**config.mk**
```make
export PLATFORM = sky130hd
export DESIGN_NAME = aes_round_ctrl
export DESIGN_NICKNAME = d
export VERILOG_FILES = /design/src/rtl/aes_round_ctrl.sv
export SDC_FILE = /design/constraint.sdc
export NUM_CORES = 1
export LEC_CHECK = 0
export BUFFER_PORTS_ARGS = -buffer_cell sky130_fd_sc_hd__buf_2
export CAP_MARGIN = 20
export CORE_AREA = 2 2 695 697
export DETAILED_ROUTE_END_ITERATION = 10
export DIE_AREA = 0 0 697 699
export PLACE_DENSITY = 0.3
export SLEW_MARGIN = 20
export SYNTH_ARGS = -nofsm -noshare
export SYNTH_HDL_FRONTEND = slang
export SYNTH_SLANG_ARGS = --single-unit
```
**constraint.sdc**
```tcl
create_clock -name clk -period 5 [get_ports clk]
set_input_delay 0.75 -clock clk [delete_from_list [all_inputs] [get_ports clk]]
set_output_delay 0.75 -clock clk [all_outputs]
set_load 0.02 [all_outputs]
```
**src/rtl/aes_round_ctrl.sv**
```systemverilog
// AES round-key sequencer: latches the cipher key for an external expansion block and walks the
// expanded round keys out over a valid/ready port. Define AES_KEY_CACHE_EN to skip LOAD on repeated keys.
module aes_round_ctrl #(
    parameter int Nk = 4,
    parameter int Nr = 10
) (
    input  logic                    clk,
    input  logic                    reset,
    input  logic                    start,
    input  logic [32*Nk-1:0]        key,
    input  logic                    decrypt,
    output logic [32*Nk-1:0]        exp_key,
    input  logic [128*(Nr+1)-1:0]   exp_words,
    output logic [127:0]            rk,
    output logic                    rk_valid,
    input  logic                    rk_ready,
    output logic [3:0]              round,
    output logic                    first_round,
    output logic                    last_round,
    output logic                    busy,
    output logic                    done,
    output logic [1:0]              fsm_state
);

    localparam logic [1:0] S_IDLE = 2'd0;
    localparam logic [1:0] S_LOAD = 2'd1;
    localparam logic [1:0] S_RUN  = 2'd2;
    localparam logic [1:0] S_DONE = 2'd3;

    localparam logic [3:0] LAST_RND = 4'(Nr);

    logic [1:0]   state;
    logic         dec_q;
    logic         handshake;
    logic         skip_load;
    logic [3:0]   start_rnd;
    logic [3:0]   end_rnd;
    logic [127:0] rk_tab [0:Nr];

    for (genvar i = 0; i <= Nr; i++) begin : g_rk_tab
        assign rk_tab[i] = exp_words[128*(Nr+1)-1-128*i -: 128];
    end

`ifdef AES_KEY_CACHE_EN
    // Set once a pass has fully completed; exp_key then still holds a settled expansion.
    logic cache_valid;

    always_ff @(posedge clk or posedge reset) begin
        if (reset) begin
            cache_valid <= 1'b0;
        end else if (state == S_DONE) begin
            cache_valid <= 1'b1;
        end
    end

    assign skip_load = cache_valid && (key == exp_key);
`else
    assign skip_load = 1'b0;
`endif

    assign start_rnd = dec_q ? LAST_RND : 4'd0;
    assign end_rnd   = dec_q ? 4'd0 : LAST_RND;

    // Handshake: a round key transfers in any cycle where rk_valid and rk_ready are both high;
    // while rk_valid is high and rk_ready is low, rk and round hold unchanged.
    assign rk_valid  = (state == S_RUN);
    assign handshake = rk_valid & rk_ready;

    always_ff @(posedge clk or posedge reset) begin
        if (reset) begin
            state   <= S_IDLE;
            exp_key <= '0;
            dec_q   <= 1'b0;
            round   <= 4'd0;
        end else begin
            case (state)
                S_IDLE: begin
                    if (start) begin
                        exp_key <= key;
                        dec_q   <= decrypt;
                        round   <= decrypt ? LAST_RND : 4'd0;
                        state   <= skip_load ? S_RUN : S_LOAD;
                    end
                end
                S_LOAD: begin
                    round <= start_rnd;
                    state <= S_RUN;
                end
                S_RUN: begin
                    if (handshake) begin
                        if (round == end_rnd) begin
                            state <= S_DONE;
                        end else begin
                            round <= dec_q ? round - 4'd1 : round + 4'd1;
                        end
                    end
                end
                S_DONE: begin
                    state <= S_IDLE;
                end
                default: begin
                    state <= S_IDLE;
                end
            endcase
        end
    end

    // rk is forced to zero outside RUN so that reset clears it immediately.
    assign rk          = rk_valid ? rk_tab[round] : '0;
    assign first_round = rk_valid && (round == start_rnd);
    assign last_round  = rk_valid && (round == end_rnd);
    assign busy        = (state != S_IDLE);
    assign done        = (state == S_DONE);
    assign fsm_state   = state;

endmodule

```
==> impl_metrics.ini <==
[timing]
min_period_ns = 4.71
fin_crit_sh_pct = 94.3
setup_tns_ns = 0
setup_viol_count_final = 0
fmax_mhz = 212
slew_violations = 0
slew_headroom_pct = 25.4
hold_viol = 0
tightest_slew_ns = 1.09
skew_ns = 0.0174
rsz0062_at_grt = false

[pwr]
total_power_mw = 19.3
p_per_area_nw_per_um2 = 527
cellLeakagePower_nw = 14.1
worst_ir_drop_vdd_uv = 313

[placement]
port_buffers = 1807
place_hpwl_um = 364000
place_area_um2 = 35400
routabilityCongestion = 0.960
place_inst = 10124

[worst_setup_path]
r2r_slack_ns = 2.23
rr_worst_depth = 7
crit_fanout = 25
arrival_ns = 3.96
cp_data_required_time_ns = 4.25
setup.worst_path.end = rk[83]
endpoint_kind = primary output
r2r_end = round[0]
reg2reg_from = round[2]
startpoint_type = flip-flop
crit_type = flip-flop to primary output
startpoint = round[2]

[global_route]
grt_pass1_wl_um = 458000
antenna_found_initial = 623
grt_usage_pct = 15.5
overflow = 0
grt_pass1_vias = 27235
grt_max_degree = 106

[clocking]
root_buffer = clkbuf_16
holdBufCountCts = 0
cts-htree-levels = 4
clkSinkCount = 135
clock_latency_ns = 0.52
cts_tree = done
clk_pin_slew_worst_paths_ns = 0.08
numCtsBuffers = 25
cts_max_path_buffers = 3

[yosys]
yosys_warnings = 0
syn_nets = 3491
synth_area_per_cell_um2 = 9.08
ys_seq_area_share_pct = 19.2
synth-seq-cells = 135
yosys-top-cells-area = dfrtp_1, mux4_2, mux2i_1
synth_flop_cell = dfrtp_1
syn_inst = 1941
synth_top_area_share_pct = 19.2
synth_edf_count = 0
synth_common_cells = nor2b_1, mux2i_1, nand2_1
yosys.area.top_type = dfrtp_1
yosysUniqueCellTypes = 30
syn_area_um2 = 17600
async_flop_share_pct = 100
yosysMostFrequentCell = nor2b_1

[route]
routed_wl_um = 395000
wl_per_cell_um = 38.1
top_layer = met5
drc = 0
routed-wl-met2_um = 185000
viasPerCell = 2.77
drtPass1Iterations = 5
drtAntennaViolNets = 0
drt-initial-drc-count = 2278
wl_met1_um = 142000
num_vias = 28714
routed-wl-met3_um = 52900

[cells_and_area]
fin_area_um2 = 36600
syn_to_final_growth_pct = 108
fillers = 56838
final_nets = 5277
fin_cells = 10365
fin_util_pct = 7.63
final_layout_size_suffix_gt1_share_pct = 61.2

[floorplan]
die-width_um = 697
start_util_pct = 3.67
fp-row-count = 255
die_area_um2 = 487000
io_pins = 1808
core_area_um2 = 480000
die_height_um = 699

[hold_path]
min_path_type = primary input to async pin

[flow_run]
drv_cap = 0

[outcome]
status = finished clean
## state kept, by name, indices dropped and copies added (netlist names)
name       cells
fsm_state      2
dec_q          1
exp_key      128
round          4
## where the power goes
group          internal (mW)  switching (mW)
clock network          0.952           0.655
logic                   5.09            10.4
registers               1.66           0.489
## kinds of logic after synthesis
logic type / count (synthesis) / share of synthesized area, %
adders and majority gates: 9 / 0.682
muxes: 513 / 39.1
xor gates and xnor gates: 3 / 0.149
buffers and inverters: 222 / 6.17
and+or+nand+nor: 536 / 15.2
DFF: 135 / 19.2
AOI/OAI and AO/OA: 523 / 19.5
## worst min-delay path by stage
stage	start	to	slack, ns	cells past startpoint
floorplan	dec_q	dec_q	0.60	2
global placement	exp_key[90]	exp_key[90]	0.49	1
detailed placement	exp_key[37]	exp_key[37]	0.49	1
CTS	reset	exp_key[32]	0.20	2
global route	reset	exp_key[37]	0.22	2
finish	reset	exp_key[37]	0.20	2
## cell type report
type | instances | area [um^2] | area share [%]
multi-input combinational | 1584 | 13300 | 36.2
timing repair buffer | 1973 | 10700 | 29.1
sequential | 135 | 3390 | 9.27
tap | 6425 | 8040 | 22.0
clock inverter | 2 | 10.0 | 0.0273
antenna | 208 | 520 | 1.42
inverter | 8 | 42.5 | 0.116
clock buffer | 30 | 684 | 1.87
## layer usage
metal / vias up / track usage (%)
li1: 11204 / -
met1: 13598 / 16.6
met2: 2533 / 26.2
met3: 1139 / 8.95
met4: 240 / 3.90
met5: - / 0
## repair_timing
item                                    in CTS  in global routing
setup buffers                                1                  0
resized for setup                            2                  0
endpoints found under the setup margin       3                  0
## metrics by stage
step | worst slack [ns] | hold WS, ns
detailed placement | 0.447 | 0.488
global route | 0.0122 | 0.220
floorplan | 0.639 | 0.602
finish | 0.285 | 0.200
global placement | 0.0999 | 0.489
CTS | 0.0468 | 0.197
## placed cells by master, fill, tap and decap left out, types with 6 or more instances in the layout
cell type | synthesis | layout
buf_2 | 65 | 1807
nor2b_1 | 260 | 257
mux2i_1 | 257 | 252
diode_2 | 0 | 208
nand2_1 | 138 | 137
buf_4 | 20 | 135
dfrtp_1 | 135 | 131
a21oi_1 | 130 | 130
o21ai_0 | 133 | 129
mux2_2 | 128 | 128
mux4_2 | 128 | 128
nor2_1 | 129 | 128
a211oi_1 | 128 | 127
a2111oi_0 | 128 | 121
buf_12 | 0 | 30
clkbuf_16 | 0 | 25
ha_1 | 8 | 7
inv_1 | 8 | 6
## critical path: stages, from the launching register on
cell and delay (ns):
dfrtp_4 0.64, buf_4 0.35, nor2b_4 0.24, buf_12 0.29, buf_12 0.25, buf_4 0.36, a21oi_1 0.13, nor2b_1 0.73
buf_2 0.31
Power figures use the tool's default switching activity.
